--- src/rtl/iterative_shifter_pkg.sv ---
// Shared definitions for the iterative shifter.
// Holds the shift operation encodings and the controller state encodings.
// The state encodings are plain 2-bit constants so they can be compared with
// older netlists and waveforms that use the same numeric values.
package shifter_pkg;

    typedef logic [1:0] sh_op_t;
    typedef logic [1:0] state_t;

    // Shift operation encodings (the op port)
    localparam sh_op_t SH_SLL  = 2'b00;
    localparam sh_op_t SH_SRL  = 2'b01;
    localparam sh_op_t SH_SRA  = 2'b10;
    localparam sh_op_t SH_ROTR = 2'b11;

    // Controller states
    localparam state_t ST_IDLE  = 2'b00;
    localparam state_t ST_SHIFT = 2'b01;
    localparam state_t ST_DONE  = 2'b10;

endpackage

--- src/rtl/iterative_shifter_if.sv ---
// Request/result bundle for the iterative shifter.
// Signals:
//   start   - request a shift (accepted only in IDLE or DONE)
//   op      - 00 SLL, 01 SRL, 10 SRA, 11 ROTR
//   operand - value to shift
//   shamt   - shift amount
//   result  - shifted value, valid while done=1 and held until the next accepted start
//   busy    - high while shifting
//   done    - one-cycle pulse, result valid
// The master modport belongs to the requester, the slave modport to the shifter.
interface iterative_shifter_if #(
    parameter int WIDTH   = 32,
    parameter int SHAMT_W = 5
);
    logic               start;
    logic [1:0]         op;
    logic [WIDTH-1:0]   operand;
    logic [SHAMT_W-1:0] shamt;
    logic [WIDTH-1:0]   result;
    logic               busy;
    logic               done;

    modport master (
        output start, op, operand, shamt,
        input  result, busy, done
    );

    modport slave (
        input  start, op, operand, shamt,
        output result, busy, done
    );
endinterface

--- src/rtl/iterative_shifter_step.sv ---
// Combinational single-bit shift step.
// Ports:
//   op_i - operation select (SLL, SRL, SRA, ROTR)
//   w_i  - current work value
//   w_o  - work value after one bit position of the selected operation
module shift_step
    import shifter_pkg::*;
#(
    parameter int WIDTH = 32
) (
    input  logic [1:0]       op_i,
    input  logic [WIDTH-1:0] w_i,
    output logic [WIDTH-1:0] w_o
);

    always_comb begin
        w_o = w_i;
        case (op_i)
            SH_SLL:  w_o = {w_i[WIDTH-2:0], 1'b0};
            SH_SRL:  w_o = {1'b0, w_i[WIDTH-1:1]};
            SH_SRA:  w_o = {w_i[WIDTH-1], w_i[WIDTH-1:1]};
            SH_ROTR: w_o = {w_i[0], w_i[WIDTH-1:1]};
            default: w_o = w_i;
        endcase
    end

endmodule

--- src/rtl/iterative_shifter.sv ---
// Multi-cycle shifter: one bit position per clock.
// Ports:
//   clk   - rising-edge clock
//   reset - synchronous, active-high reset; aborts any operation in progress
//   bus   - request/result bundle (start, op, operand, shamt, result, busy, done)
// A request is latched in IDLE or DONE; the work register then shifts once per
// clock while count runs down, and done pulses for one cycle with the result.
// Accepting in DONE allows back-to-back operations without an IDLE bubble.
module iterative_shifter
    import shifter_pkg::*;
#(
    parameter int WIDTH   = 32,
    parameter int SHAMT_W = 5
) (
    input  logic            clk,
    input  logic            reset,
    iterative_shifter_if.slave bus
);

    state_t             state_q, state_d;
    logic [SHAMT_W-1:0] count_q, count_d;
    sh_op_t             op_q, op_d;
    logic [WIDTH-1:0]   work_q, work_d;
    logic [WIDTH-1:0]   step_w;
    logic               accept;

    shift_step #(.WIDTH(WIDTH)) u_step (
        .op_i (op_q),
        .w_i  (work_q),
        .w_o  (step_w)
    );

    // start is only honoured when no shift is running; it is ignored in SHIFT
    assign accept = bus.start && ((state_q == ST_IDLE) || (state_q == ST_DONE));

    always_comb begin
        state_d = state_q;
        count_d = count_q;
        op_d    = op_q;
        work_d  = work_q;

        case (state_q)
            ST_IDLE:  state_d = ST_IDLE;
            ST_SHIFT: begin
                work_d  = step_w;
                count_d = count_q - SHAMT_W'(1);
                // Leaving at count==1 means count never wraps below zero
                if (count_q == SHAMT_W'(1)) begin
                    state_d = ST_DONE;
                end
            end
            ST_DONE:  state_d = ST_IDLE;
            default:  state_d = ST_IDLE;
        endcase

        if (accept) begin
            work_d  = bus.operand;
            count_d = bus.shamt;
            op_d    = bus.op;
            // A zero amount needs no steps: the operand is already the result
            state_d = (bus.shamt == '0) ? ST_DONE : ST_SHIFT;
        end
    end

    always_ff @(posedge clk) begin
        if (reset) begin
            state_q <= ST_IDLE;
            count_q <= '0;
            op_q    <= SH_SLL;
            work_q  <= '0;
        end else begin
            state_q <= state_d;
            count_q <= count_d;
            op_q    <= op_d;
            work_q  <= work_d;
        end
    end

    assign bus.result = work_q;
    assign bus.busy   = (state_q == ST_SHIFT);
    assign bus.done   = (state_q == ST_DONE);

endmodule

--- src/flat_wrapper.sv ---
// flat-port wrapper written by rule: the top's interface ports become plain ports
module iterative_shifter_flat import shifter_pkg::*;
#(
    parameter int WIDTH   = 32,
    parameter int SHAMT_W = 5
)
  (clk, reset, bus_start, bus_op, bus_operand, bus_shamt, bus_result, bus_busy, bus_done);
  iterative_shifter_if #(.WIDTH(WIDTH), .SHAMT_W(SHAMT_W)) bus_i ();
  input  logic clk;
  input  logic reset;
  input wire logic [$bits(bus_i.start)-1:0] bus_start;
  input wire logic [$bits(bus_i.op)-1:0] bus_op;
  input wire logic [$bits(bus_i.operand)-1:0] bus_operand;
  input wire logic [$bits(bus_i.shamt)-1:0] bus_shamt;
  output wire logic [$bits(bus_i.result)-1:0] bus_result;
  output wire logic [$bits(bus_i.busy)-1:0] bus_busy;
  output wire logic [$bits(bus_i.done)-1:0] bus_done;
  assign bus_i.start = bus_start;
  assign bus_i.op = bus_op;
  assign bus_i.operand = bus_operand;
  assign bus_i.shamt = bus_shamt;
  assign bus_result = bus_i.result;
  assign bus_busy = bus_i.busy;
  assign bus_done = bus_i.done;
  iterative_shifter #(.WIDTH(WIDTH), .SHAMT_W(SHAMT_W)) u_core (.clk(clk), .reset(reset), .bus(bus_i));
endmodule
--- config.mk ---
export PLATFORM = sky130hd
export DESIGN_NAME = iterative_shifter_flat
export DESIGN_NICKNAME = d
export VERILOG_FILES = /design/src/rtl/iterative_shifter_pkg.sv /design/src/rtl/iterative_shifter_if.sv /design/src/rtl/iterative_shifter_step.sv /design/src/rtl/iterative_shifter.sv /design/src/flat_wrapper.sv
export SDC_FILE = /design/constraint.sdc
export NUM_CORES = 1
export LEC_CHECK = 0
export ABC_CLOCK_PERIOD_IN_PS = 1700
export CAP_MARGIN = 20
export CORE_MARGIN = 5
export CORE_UTILIZATION = 45
export CTS_CLUSTER_DIAMETER = 200
export DETAILED_ROUTE_END_ITERATION = 10
export GPL_TIMING_DRIVEN = 0
export PLACE_DENSITY = 0.76
export SETUP_SLACK_MARGIN = 0.5
export SYNTH_ARGS = -nofsm -noshare
export SYNTH_HDL_FRONTEND = slang
export SYNTH_SLANG_ARGS = --single-unit
--- constraint.sdc ---
create_clock -name clk -period 1.7 [get_ports clk]
set_input_delay 0.255 -clock clk [delete_from_list [all_inputs] [get_ports clk]]
set_output_delay 0.255 -clock clk [all_outputs]
set_load 0.005 [all_outputs]
==> impl_metrics.env, run 1 <==
export IMPL_finalSetupViolCount=0
export IMPL_path_common_cell="buf_6"
export IMPL_fin_crit_sh_pct=94.8
export IMPL_max_stage_delay_ns=0.35
export IMPL_dp_hpwl_um=5000
export IMPL_grt_overflow=0
export IMPL_vias_per_cell=6.42
export IMPL_dieArea_sq_um=6450
export IMPL_gp_congestion=0.833
export IMPL_hold_path_class="primary input to flip-flop"
export IMPL_seqCellArea_sq_um=881
export IMPL_dr_total_vias=3115
export IMPL_avgSynthCellArea_sq_um=7.92
export IMPL_grt_pass1_wl_um=13800
export IMPL_status="finished clean"
export IMPL_drc=0
export IMPL_ff2ff_path_depth=8
export IMPL_grt_max_degree=12
export IMPL_final_common_cell="nand2_1"
export IMPL_crit_chain="nand2b_4 > inv_6 > buf_12 > buf_6 > buf_6 > o21ai_0 > a31o_1 > a21oi_1"
export IMPL_multi_input_area_sq_um=1590
export IMPL_holdPathStages=2
export IMPL_synth_cell_types=35
export IMPL_n_antenna_cell=0
export IMPL_fmax_mhz=620
export IMPL_die_w_um=80.3
export IMPL_powerDensity_nw_per_um2=851
export IMPL_fin_crit_ns=1.61
export IMPL_critPathArrivalTime_ns=1.81
export IMPL_crit_slowest_cell="dfxtp_2"
export IMPL_synth_top_area_share_pct=36.9
export IMPL_area_growth_pct=87.1
export IMPL_wire_per_inst_um=23.4
export IMPL_cts_root_buf="clkbuf_8"
export IMPL_synth_top_flop_cell="dfxtp_1"
export IMPL_tns_ns=0
export IMPL_max_slew_margin_pct=75.4
export IMPL_critPathKind="flip-flop to flip-flop"
export IMPL_cts_sinks=41
export IMPL_coreArea_sq_um=4750
export IMPL_p_leak_nw=1.71
export IMPL_dr_pass1_iters=6
export IMPL_crit_cells=8
export IMPL_synthArstFlopShare_pct=0
export IMPL_initial_core_util_pct=46.8
export IMPL_clk_pin_slew_worst_paths_ns=0.09
export IMPL_std_cell_rows=25
export IMPL_yosys_register_bits=41
export IMPL_fin_nets=461
export IMPL_cp_max_fo=5
export IMPL_drv_slew=0
export IMPL_wirelength_um=11400
export IMPL_numPortBuffers=75
export IMPL_dieHeight_um=80.3
export IMPL_grt_usage_pct=27.8
export IMPL_ant_nets=0
export IMPL_start_kind="flip-flop"
export IMPL_ctsHoldBuffers=0
export IMPL_pin_count=76
export IMPL_cts_buffers=5
export IMPL_synth_area_leaders="dfxtp_1, o21ai_0, nand2_1"
export IMPL_synthesis_area_sq_um=2230
export IMPL_critPathRequiredTime_ns=1.89
export IMPL_ir_drop_uv=515
export IMPL_clock_latency_ns=0.31
export IMPL_htree_levels=2
export IMPL_fin_skew_ns=0.0158
export IMPL_dr_first_iter_drc_count=395
export IMPL_rsz0062_at_grt="yes"
export IMPL_crit_buf_inv=4
export IMPL_nFillCells=214
export IMPL_final_cell_mix="nand2_1, clkdlybuf4s50_1, buf_4"
export IMPL_worst_slew_pin_slew_ns=0.366
export IMPL_hold_violations=0
export IMPL_yosysSeqAreaShare_pct=36.9
export IMPL_finalPower_mw=3.55
export IMPL_cts_tree="yes"
export IMPL_grt_antenna_before_repair=0
export IMPL_end_kind="flip-flop"
export IMPL_synth_nets=325
export IMPL_drive_gt1_share_pct=42.8
export IMPL_synth_largest_area_cell="dfxtp_1"
export IMPL_clock_path_buffers=2
export IMPL_synth_warnings=0
export IMPL_maxCapViolCount=0
export IMPL_grt_pass1_vias=2805
export IMPL_cp_top_family="compound AO/OA/AOI/OAI gates"
export IMPL_synth_edf_count=0
export IMPL_syn_inst=281
## timing repair
item	CTS	global route
pin swaps	20	32
buffers inserted	35	11
gates cloned	5	3
hold endpoints to repair	0	0
resized for setup	150	83
setup endpoints to repair	75	48
## area by class of cell
type | count | share of cell area, %
plain buffers | 24 | 5.62
clock buffers | 8 | 1.92
inverters | 4 | 0.481
multi-input cells | 213 | 38.1
flip-flops and latches | 41 | 21.2
well taps | 67 | 2.01
repair buffers | 128 | 30.7
## where the power goes
group / switching, mW / internal (mW) / leakage, nW
clock network: 0.351 / 0.292 / 0.0395
registers: 0.112 / 1.10 / 0.353
logic: 0.815 / 0.877 / 1.31
total: 1.28 / 2.27 / 1.71
## routing by layer
| layer | up-vias | GRT usage (%) | share of wire (%) |
|---|---|---|---|
| met5 | - | 0 | 0 |
| met4 | 0 | 11.3 | 7.6 |
| met3 | 98 | 6.28 | 9.2 |
| met2 | 267 | 49.4 | 49 |
| met1 | 1462 | 31.8 | 34 |
| li1 | 1288 | - | - |
## synthesized netlist by cell type (2+ instances only)
library cell,instances
o21ai_0,39
o21ai_1,2
nor3_1,2
clkbuf_1,7
a211oi_1,3
nor2_1,31
buf_2,13
inv_1,3
a21oi_1,26
nand2b_1,3
a31o_1,12
o31ai_1,3
a2111oi_2,9
buf_4,2
ha_1,2
a31o_2,6
a221oi_1,2
mux2i_1,10
nand2_1,44
dfxtp_1,41
nand3b_1,3
nor2b_1,5
## registers in the layout, indices dropped and copies added (netlist names)
| signal | count |
|---|---|
| u_core.state_q | 2 |
| u_core.bus.result | 32 |
| u_core.count_q | 5 |
| u_core.op_q | 2 |
## path summary, 6_finish.rpt
kind	to	from	slack [ns]
min reg2reg	u_core.count_q[4]$_SDFFE_PP0P_	u_core.count_q[4]$_SDFFE_PP0P_	0.53
min	u_core.bus.result[21]$_SDFFE_PP0P_	reset	0.30
max reg2reg	u_core.bus.result[11]$_SDFFE_PP0P_	u_core.state_q[1]$_SDFFE_PP0P_	0.09
max	u_core.bus.result[11]$_SDFFE_PP0P_	u_core.state_q[1]$_SDFFE_PP0P_	0.09
## through the flow
step	std cells	area, sq um	setup WS (ns)	hold slack, ns	util, %
global placement	423	3060	-0.161	0.490	64.4
floorplan	281	2230	0.503	0.331	-
detailed placement	423	3060	-0.216	0.503	64.4
CTS	471	3740	0.288	0.441	78.7
finish	485	4160	0.0877	0.303	87.6
global route	485	4160	0.0789	0.318	87.6
## cell families after synthesis
family                   share of synthesized area, %
AO/OA/AOI/OAI                                    33.4
adder cells (fa/ha/maj)                          1.12
buffers and inverters                            6.30
flip-flops                                       36.9
multiplexers                                     4.50
AND/OR/NAND/NOR                                  17.8
No activity file was read; power rests on OpenSTA's default activity.
==> run 2, diff against run 1 <==
- TNS_END_PERCENT: unset -> 5
==> run 2 against run 1 <==
Largest power group is now sequential cells. Die area did not move. Global-route usage fell by 5.5 points. Total power fell by 17%. Clock power fell by 2%. Routed wire length fell by 37%. First-iteration DRC count fell by 45%. Highest routed layer unchanged.
==> impl_metrics.env, run 2 (synthesis gave the netlist of run 1 again) <==
export IMPL_die_w_um=80.3
export IMPL_coreArea_sq_um=4750
export IMPL_dr_first_iter_drc_count=219
export IMPL_ant_nets=0
export IMPL_p_leak_nw=1.33
export IMPL_clock_latency_ns=0.30
export IMPL_cts_root_buf="clkbuf_8"
export IMPL_nFillCells=404
export IMPL_dieHeight_um=80.3
export IMPL_initial_core_util_pct=46.8
export IMPL_final_common_cell="clkdlybuf4s50_1"
export IMPL_area_growth_pct=53.8
export IMPL_largest_register_ffs=32
export IMPL_dr_total_vias=2491
export IMPL_rsz0062_at_grt="yes"
export IMPL_placed_cell_area_sq_um=3060
export IMPL_final_cell_mix="clkdlybuf4s50_1, nand2_1, o21ai_0"
export IMPL_preCtsSetupSlack_ns=-0.216
export IMPL_maxCapViolCount=0
export IMPL_grt_antenna_before_repair=0
export IMPL_max_stage_delay_ns=0.52
export IMPL_htree_levels=2
export IMPL_grt_busiest_layer="met2"
export IMPL_fin_skew_ns=0.00942
export IMPL_hold_path_class="primary input to flip-flop"
export IMPL_pin_count=76
export IMPL_fin_crit_ns=1.44
export IMPL_ctsHoldBuffers=0
export IMPL_fmax_mhz=693
export IMPL_powerDensity_nw_per_um2=859
export IMPL_max_slew_margin_pct=68.0
export IMPL_wirelength_um=7110
export IMPL_worst_slew_pin_slew_ns=0.480
export IMPL_holdPathStages=3
export IMPL_dr_pass1_iters=6
export IMPL_multi_input_area_sq_um=1310
export IMPL_finalWorstSetupSlack_ns=0.256
export IMPL_crit_slowest_cell="clkdlybuf4s50_1"
export IMPL_clk_pin_slew_worst_paths_ns=0.08
export IMPL_grt_met1_usage_pct=28.1
export IMPL_cts_sinks=41
export IMPL_met2_usage_pct=36.4
export IMPL_grt_max_degree=12
export IMPL_dieArea_sq_um=6450
export IMPL_met3_usage_pct=4.93
export IMPL_grt_pass1_vias=2399
export IMPL_crit_cells=1
export IMPL_fin_nets=421
export IMPL_critPathKind="flip-flop to primary output"
export IMPL_drive_gt1_share_pct=25.1
export IMPL_ir_drop_uv=516
export IMPL_whs_ns=0.491
export IMPL_grt_usage_pct=22.2
export IMPL_clock_path_buffers=2
export IMPL_gp_congestion=0.833
export IMPL_design_area_sq_um=3420
export IMPL_grt_overflow=0
export IMPL_grt_pass1_wl_um=11300
export IMPL_dp_hpwl_um=5000
export IMPL_finalSetupViolCount=0
export IMPL_hold_violations=0
export IMPL_crit_buf_inv=1
export IMPL_drv_slew=0
export IMPL_critPathArrivalTime_ns=1.19
export IMPL_cts_buffers=5
export IMPL_ff2ff_path_depth=8
export IMPL_cts_tree="yes"
export IMPL_wire_per_inst_um=16.0
export IMPL_std_cell_rows=25
export IMPL_critPathRequiredTime_ns=1.44
export IMPL_vias_per_cell=5.60
export IMPL_n_antenna_cell=0
export IMPL_fin_crit_sh_pct=84.9
export IMPL_cp_max_fo=4
export IMPL_drc=0
export IMPL_start_kind="flip-flop"
export IMPL_seqCellArea_sq_um=867
export IMPL_cp_top_family="buffers and inverters"
export IMPL_crit_chain="clkdlybuf4s50_1"
export IMPL_numPortBuffers=75
export IMPL_end_kind="primary output"
export IMPL_finish_utilization_pct=72.0
export IMPL_status="finished clean"
-- run 2: cell count changes in the layout (fill, tap and decap cells not counted), sizes merged --
cell,change
buf,-41
clkbuf,-1
clkdlybuf4s15,-2
clkdlybuf4s50,+30
dlygate4sd2,-27
dlymetal6s2s,+2
nand2,-1
-- run 2: worst paths after layout --
| path | from | endpoint | slack, ns |
|---|---|---|---|
| worst min register to register | u_core.count_q[4]$_SDFFE_PP0P_ | u_core.count_q[4]$_SDFFE_PP0P_ | 0.51 |
| worst min-delay path | bus_operand[9] | u_core.bus.result[9]$_SDFFE_PP0P_ | 0.49 |
| worst max register to register | u_core.state_q[1]$_SDFFE_PP0P_ | u_core.bus.result[11]$_SDFFE_PP0P_ | 0.32 |
| worst max-delay path | u_core.bus.result[5]$_SDFFE_PP0P_ | bus_result[5] | 0.26 |
-- run 2: layout make-up --
type / instances / area share (%)
Clock buffer: 8 / 2.34
Buffer: 24 / 5.19
Timing Repair Buffer: 89 / 25.8
Multi-Input combinational cell: 212 / 38.4
Tap cell: 67 / 2.45
Sequential cell: 41 / 25.3
Inverter: 4 / 0.512
-- run 2: metal layers --
layer	part of all wire (%)	wire length, um
met1	42	2980
met2	49	3460
met3	7.2	509
met4	2.4	170
met5	0	0
-- run 2: power by group --
group	switching, mW	internal (mW)	total [mW]
registers	0.123	1.10	1.22
logic	0.487	0.604	1.09
clock network	0.335	0.292	0.627
-- run 2: what timing repair did --
item / 4_1_cts / 5_1_grt
buffers inserted: 7 / 6
pin swaps: 1 / 1
setup endpoints to repair: 75 / 75
cloned: 1 / 0
resized for setup: 57 / 16
-- run 2: stage by stage --
stage | total power, mW | std cells | TNS (ns)
after detailed placement | 2.16 | 423 | -2.60
after floorplan | 1.73 | 281 | 0
after global placement | 2.14 | 423 | -1.75
after CTS | 2.89 | 439 | 0
final | 2.94 | 445 | 0
after global routing | 3.11 | 445 | 0
==> run 3, diff against run 2 <==
- ABC_CLOCK_PERIOD_IN_PS: 1700 -> 1500
- clock period: 1.7 -> 1.5 ns (I/O delays scaled with it)
==> run 3 against run 2 <==
Worst setup slack worse by 0.085 ns. Largest cell class unchanged. Design area up 7.3%. Sequential cell count unchanged. Largest power group is now combinational logic. Register-to-register slack worse by 0.15 ns. Sequential power up 11%. Worst hold slack worse by 0.036 ns. Combinational power up 29%. Clock power up 21%. Total power up 20%. Die area unchanged. Highest routed layer unchanged. Sequential share of layout area down 1.5 points. Final cell count up 4.7%.
==> impl_metrics.env, run 3 (synthesis gave the netlist of run 1 again) <==
export IMPL_status="finished clean"
export IMPL_ir_drop_uv=627
export IMPL_critPathRequiredTime_ns=1.72
export IMPL_ant_nets=0
export IMPL_p_leak_nw=1.57
export IMPL_reg2reg_slack_ns=0.17
export IMPL_crit_start="u_core.op_q[1]$_SDFFE_PP0P_"
export IMPL_hold_violations=0
export IMPL_cts_root_buf="clkbuf_8"
export IMPL_cts_buffers=5
export IMPL_maxCapViolCount=0
export IMPL_grt_max_degree=13
export IMPL_crit_buf_inv=2
export IMPL_cp_top_family="compound AO/OA/AOI/OAI gates"
export IMPL_min_delay_start="reset"
export IMPL_end_kind="flip-flop"
export IMPL_numPortBuffers=75
export IMPL_design_area_sq_um=3670
export IMPL_cts_sinks=41
export IMPL_nFillCells=355
export IMPL_crit_chain="nor2_4 > buf_12 > clkbuf_16 > nand2_1 > a31o_2 > a21oi_1"
export IMPL_fin_crit_sh_pct=88.6
export IMPL_max_slew_margin_pct=77.5
export IMPL_max_stage_delay_ns=0.35
export IMPL_start_kind="flip-flop"
export IMPL_dieArea_sq_um=6450
export IMPL_multi_input_area_sq_um=1350
export IMPL_cts_tree="yes"
export IMPL_fin_nets=442
export IMPL_wire_per_inst_um=17.0
export IMPL_grt_pass1_vias=2492
export IMPL_gp_congestion=0.802
export IMPL_fin_skew_ns=0.00376
export IMPL_initial_core_util_pct=46.8
export IMPL_critPathArrivalTime_ns=1.55
export IMPL_largest_register_ffs=32
export IMPL_drive_gt1_share_pct=33.1
export IMPL_seqCellArea_sq_um=873
export IMPL_cp_max_fo=5
export IMPL_die_w_um=80.3
export IMPL_crit_slowest_cell="dfxtp_4"
export IMPL_final_common_cell="nand2_1"
export IMPL_grt_usage_pct=23.2
export IMPL_clock_path_buffers=2
export IMPL_n_antenna_cell=0
export IMPL_dr_total_vias=2610
export IMPL_min_to="u_core.bus.result[21]$_SDFFE_PP0P_"
export IMPL_finalSetupViolCount=0
export IMPL_dp_hpwl_um=5070
export IMPL_area_growth_pct=65.0
export IMPL_htree_levels=2
export IMPL_hold_path_class="primary input to flip-flop"
export IMPL_dr_first_iter_drc_count=186
export IMPL_placed_cells=423
export IMPL_layout_cells_non_filler=466
export IMPL_final_cell_mix="nand2_1, clkdlybuf4s50_1, o21ai_0"
export IMPL_rsz0062_at_grt="yes"
export IMPL_wirelength_um=7920
export IMPL_dr_pass1_iters=5
export IMPL_vias_per_cell=5.60
export IMPL_fmax_mhz=753
export IMPL_grt_antenna_before_repair=0
export IMPL_clock_latency_ns=0.29
export IMPL_r2r_end="u_core.bus.result[4]$_SDFFE_PP0P_"
export IMPL_critPathKind="flip-flop to flip-flop"
export IMPL_grt_overflow=0
export IMPL_std_cell_rows=25
export IMPL_clk_pin_slew_worst_paths_ns=0.08
export IMPL_powerDensity_nw_per_um2=959
export IMPL_fin_crit_ns=1.33
export IMPL_drc=0
export IMPL_pin_count=76
export IMPL_dieHeight_um=80.3
export IMPL_grt_pass1_wl_um=11900
export IMPL_placed_cell_area_sq_um=3120
export IMPL_ff2ff_path_depth=6
export IMPL_coreArea_sq_um=4750
export IMPL_holdPathStages=2
export IMPL_drv_slew=0
export IMPL_worst_slew_pin_slew_ns=0.337
export IMPL_r2r_start="u_core.op_q[1]$_SDFFE_PP0P_"
==> run 3: cell count changes in the layout (fill, tap and decap cells not counted), moves of 3 or more <==
cell	previous run	this run
clkbuf_1	5	2
a21oi_2	1	4
dlygate4sd2_1	4	34
dfxtp_1	8	5
buf_4	16	34
clkdlybuf4s50_1	69	40
buf_8	2	5
a21oi_1	25	22
buf_2	6	3
==> run 3: power breakdown <==
part / switching (mW) / internal, mW / leakage, nW
registers: 0.106 / 1.24 / 0.352
logic: 0.657 / 0.755 / 1.17
clock network: 0.384 / 0.376 / 0.0455
==> run 3: timing repair <==
item | 4_1_cts | 5_1_grt
pin swaps | 1 | 3
hold buffers | 0 | 0
resized for setup | 91 | 36
gates cloned | 0 | 2
endpoints found under the setup margin | 75 | 75
setup buffers | 25 | 8
==> run 3: worst register-to-register path, cell delays in order (launching register included) <==
cell,delay (ns)
dfxtp_4,0.35
nor2_4,0.16
buf_12,0.14
clkbuf_16,0.14
nand2_1,0.08
a31o_2,0.25
a21oi_1,0.14
==> run 3: area by class of cell <==
class	instances	area share [%]
buffer	24	6.20
clock buffer	8	2.45
inverter	4	0.545
multi-input combinational	212	36.8
sequential	41	23.8
tap	67	2.28
timing repair buffer	110	27.9
==> run 3: per-stage QoR <==
step | worst slack (ns) | power, mW | hold slack [ns] | util (%) | TNS [ns]
floorplan | 0.363 | 1.99 | 0.301 | - | 0
global placement | -0.356 | 2.47 | 0.485 | 65.7 | -6.46
detailed placement | -0.416 | 2.49 | 0.493 | 65.7 | -7.84
CTS | 0.198 | 3.34 | 0.443 | 72.5 | 0
global route | 0.102 | 3.70 | 0.456 | 77.2 | 0
finish | 0.172 | 3.52 | 0.455 | 77.2 | 0
==> run 3: worst max path at each step <==
| stage | to | depth (start not counted) |
|---|---|---|
| finish | u_core.bus.result[4]$_SDFFE_PP0P_ | 6 |
| CTS | u_core.bus.result[15]$_SDFFE_PP0P_ | 7 |
| floorplan | u_core.bus.result[25]$_SDFFE_PP0P_ | 4 |
| global route | u_core.bus.result[22]$_SDFFE_PP0P_ | 5 |
| global placement | u_core.bus.result[15]$_SDFFE_PP0P_ | 4 |
| detailed placement | u_core.bus.result[13]$_SDFFE_PP0P_ | 4 |
==> run 3: per-layer routing <==
metal	GRT usage, %	share of wire [%]
met5	0	0
met4	7.77	1.4
met3	3.92	6.3
met2	38.7	50
met1	30.3	42
